File: src/rtl/change_capture.sv
// change_capture: samples a narrow bus every clock and logs the initial
// value plus every later change as {timestamp, value} in a show-ahead FIFO.
//
// Ports:
//   clk, rst_n       rising-edge clock, async active-low reset
//   en               capture enable (timer runs regardless)
//   din              observed nets
//   out_valid/ready  head handshake; out_time/out_data show the head
//   level            FIFO occupancy, DEPTH when full
//   overflow         sticky drop flag
//   drop_count       dropped entries, saturating at 255
module change_capture #(
   parameter int WIDTH = 2,
   parameter int DEPTH = 4,
   parameter int TW    = 16
) (
   input  logic                     clk,
   input  logic                     rst_n,
   input  logic                     en,
   input  logic [WIDTH-1:0]         din,
   output logic                     out_valid,
   input  logic                     out_ready,
   output logic [TW-1:0]            out_time,
   output logic [WIDTH-1:0]         out_data,
   output logic [$clog2(DEPTH):0]   level,
   output logic                     overflow,
   output logic [7:0]               drop_count
);

   localparam int AW = $clog2(DEPTH);
   localparam logic [AW:0] FULL_LVL = (AW+1)'(DEPTH);

   logic [TW-1:0]    timer;
   logic             primed;
   logic [WIDTH-1:0] last_val;

   logic [TW-1:0]    mem_t [DEPTH];
   logic [WIDTH-1:0] mem_d [DEPTH];
   logic [AW-1:0]    wr_ptr;
   logic [AW-1:0]    rd_ptr;
   logic [AW:0]      cnt;

   logic push_req;
   logic full;
   logic pop;
   logic do_write;
   logic drop;

   assign out_valid = (cnt != '0);
   assign full      = (cnt == FULL_LVL);
   assign pop       = out_valid && out_ready;
   assign push_req  = en && (!primed || (din != last_val));
   // A pop on the same edge frees a slot, so a full FIFO still accepts.
   assign do_write  = push_req && (!full || pop);
   assign drop      = push_req && full && !pop;

   assign level    = cnt;
   assign out_time = mem_t[rd_ptr];
   assign out_data = mem_d[rd_ptr];

   always_ff @(posedge clk or negedge rst_n) begin
      if (!rst_n) begin
         timer    <= '0;
         primed   <= 1'b0;
         last_val <= '0;
      end else begin
         timer <= timer + TW'(1);
         if (en) begin
            last_val <= din;
            primed   <= 1'b1;
         end
      end
   end

   // Storage is reset so the head outputs read zero out of reset.
   always_ff @(posedge clk or negedge rst_n) begin
      if (!rst_n) begin
         for (int i = 0; i < DEPTH; i++) begin
            mem_t[i] <= '0;
            mem_d[i] <= '0;
         end
         wr_ptr <= '0;
      end else if (do_write) begin
         mem_t[wr_ptr] <= timer;
         mem_d[wr_ptr] <= din;
         wr_ptr        <= wr_ptr + AW'(1);
      end
   end

   always_ff @(posedge clk or negedge rst_n) begin
      if (!rst_n) begin
         rd_ptr <= '0;
         cnt    <= '0;
      end else begin
         if (pop) begin
            rd_ptr <= rd_ptr + AW'(1);
         end
         unique case ({do_write, pop})
            2'b10:   cnt <= cnt + (AW+1)'(1);
            2'b01:   cnt <= cnt - (AW+1)'(1);
            default: cnt <= cnt;
         endcase
      end
   end

   always_ff @(posedge clk or negedge rst_n) begin
      if (!rst_n) begin
         overflow   <= 1'b0;
         drop_count <= '0;
      end else if (drop) begin
         overflow <= 1'b1;
         if (drop_count != 8'hFF) begin
            drop_count <= drop_count + 8'd1;
         end
      end
   end

endmodule

File: config.mk
export PLATFORM = sky130hd
export DESIGN_NAME = change_capture
export DESIGN_NICKNAME = d
export VERILOG_FILES = /design/src/rtl/change_capture.sv
export SDC_FILE = /design/constraint.sdc
export NUM_CORES = 1
export LEC_CHECK = 0
export CORE_MARGIN = 2
export CORE_UTILIZATION = 60
export DETAILED_ROUTE_END_ITERATION = 12
export PLACE_DENSITY_LB_ADDON = 0.12
export SYNTH_ARGS = -nofsm -noshare
export SYNTH_HDL_FRONTEND = slang
export SYNTH_SLANG_ARGS = --single-unit
export TNS_END_PERCENT = 20
File: constraint.sdc
create_clock -name clk -period 4.2 [get_ports clk]
set_input_delay 0.42 -clock clk [delete_from_list [all_inputs] [get_ports clk]]
set_output_delay 0.42 -clock clk [all_outputs]
set_load 0.1 [all_outputs]
==> results.tsv <==
metric	value	unit
status	finished, final reports clean	
grt-ovfl-total	0	
final_core_util	70.5	%
setup_violations	0	
cp_max_fo	11	
pwr-share-comb	44.5	%
wl	7.88	mm
drc	0	
drt_iter0_drc	87	
hold_viol_final	0	
vias	2581	
ys_seq_elements	107	
htreeDepth	3	
track_usage	20.5	%
vias_per_cell	5.67	
synth_edf_count	0	
p_per_area	723	mW/mm2
gp_congestion	0.756	
period_share	81.5	%
crit_type	reg -> out	
grt_pass1_wl	13.4	mm
syn2layout_area_growth	14.4	%
worstPathRequired	3780	ps
finClkSkew	11.6	ps
seqPwrFrac	36.3	%
die_width	92.9	um
final_common_cell	dfrtp_1	
final_max_slew_viol_count	0	
seq_area_frac_synth	56.5	%
die_y	92.9	um
num_antenna_cells	0	
antenna_found_initial	0	
ys_types	33	
period_minus_slack	3420	ps
netlist_instances	309	
clk_pin_slew	100	ps
clock.fmax	0.292	GHz
hold_buffers	0	
numCtsBuffers	9	
clock_tree.buffer_depth	2	
drt_pass1_iterations	4	
clkLatencyLatePin	370	ps
internal_power	2230	uW
async_flop_share	100	%
netSwitchingFraction	43.0	%
netlist_area	0.00474	mm2
yosys_warnings	0	
tritoncts	yes	
syn-num-nets	323	
tns	0	ps
layout_common_cells	dfrtp_1, mux2_2, clkdlybuf4s50_1	
fillCellCount	537	
routedWlPerCell	17.3	um
postRouteAntennaNets	0	
start_util	61.7	%
drv_cap	0	
cts_sinks	107	
slew_headroom	34.5	%
grt_pass1_vias	2631	
synth_ff_type	dfrtp_1	
root_buffer	clkbuf_8	
final_nets	362	
hpwlAfterDp	5.02	mm
io_buffer_count	36	
worstMarginPinSlew	980	ps
rsz0062_at_grt	no	
num_rows	32	
ios	37	
start_kind	register	
worstHoldPathType	in -> async	
endpoint_kind	primary output	
place_ws	1120	ps
coreArea	0.00769	mm2
ir_worst_vdd	0.825	mV
post-cts-setup-buffers	0	
p_sw	1680	uW
power.clock.fraction	19.2	%
cp.arrival	3000	ps
setup_slack	777	ps
dieArea	0.00863	mm2
grt_max_degree	74	
syn_area_per_cell	15.3	um2
drive_gt1_share	33.7	%
p_leak	0.00248	uW
cts_resized	0	
==> synthesized netlist by cell type, drive strengths merged (4+ instances only) <==
cell type	n	area share, %
xnor2	20	3.7
ha	7	1.8
clkbuf	5	0.40
nor2	5	0.40
nand2	12	1.6
buf	5	1.0
mux2	75	18
inv	10	0.79
dfrtp	107	56
nand3	10	1.1
mux4	18	8.6
nand4	4	0.53
xor2	9	1.7
==> path summary, 6_finish.rpt <==
kind / start / to / slack (ps) / depth (start not counted)
setup / recovery: rd_ptr[0]$_DFFE_PN0P_ / out_time[15] / 780 / 3
hold / removal: rst_n / mem_t[35]$_DFFE_PN0P_ / 160 / 1
setup reg to reg: level[0]$_DFFE_PN0P_ / level[2]$_DFFE_PN0P_ / 1640 / 9
hold reg to reg: overflow$_DFFE_PN0P_ / overflow$_DFFE_PN0P_ / 490 / 1
max in group asynchronous: rst_n / mem_t[62]$_DFFE_PN0P_ / 3060 / 2
min in group clk: overflow$_DFFE_PN0P_ / overflow$_DFFE_PN0P_ / 490 / 1
==> registers in the layout (all words and copies together), names as in the netlist <==
| register | count |
|---|---|
| mem_t | 64 |
| timer | 16 |
| drop_count | 8 |
| mem_d | 8 |
| level | 3 |
| last_val | 2 |
| rd_ptr | 2 |
| wr_ptr | 2 |
| overflow | 1 |
| primed | 1 |
==> layer usage <==
layer  part of all wire [%]  GRT usage, %  vias up
met5                      0             0        -
met4                    1.2          5.88        0
met3                    3.3          5.53       10
met2                     48          32.0       36
met1                     48          28.7     1349
li1                       -             -     1186
==> critical path, stage by stage, from the launching register on <==
cell,delay (ps)
dfrtp_1,760
buf_4,360
mux4_2,530
clkdlybuf4s50_1,980
==> through the flow <==
step,cell area [um2],power [uW],cells,hold WS (ps)
2_1_floorplan,4740,2840,309,124
3_3_place_gp,5170,3170,439,455
3_5_place_dp,5170,3200,439,460
4_1_cts,5420,3960,455,195
5_1_grt,5420,4100,455,230
6_report,5420,3920,455,159
==> cell families (layout without fill, tap and decap cells) <==
group                    count (synthesis)  count (layout)  synth area share (%)
XOR/XNOR                                29              29                  5.36
multiplexers                            94              94                  26.7
adder cells (fa/ha/maj)                  8               8                  2.27
AND/OR/NAND/NOR                         47              47                  5.94
flip-flops                             107             107                  56.5
buffers and inverters                   20              64                  2.22
AO/OA/AOI/OAI                            4               4                  1.08
==> cell type report <==
class	count	area (um2)	area share [%]
Multi-Input combinational cell	182	1960	36.1
Clock inverter	7	124	2.28
Clock buffer	9	124	2.28
Timing Repair Buffer	38	373	6.88
Inverter	10	37.5	0.692
Tap cell	102	128	2.35
Sequential cell	107	2680	49.4
==> power groups by stage <==
stage               Sequential (uW)  Clock (uW)  Combinational (uW)
floorplan                      1580           0                1260
CTS                            1430         772                1760
global placement               1440           0                1730
global route                   1460         813                1830
detailed placement             1450           0                1750
finish                         1420         751                1740
Note: power is estimated with default switching activity, not from simulation.
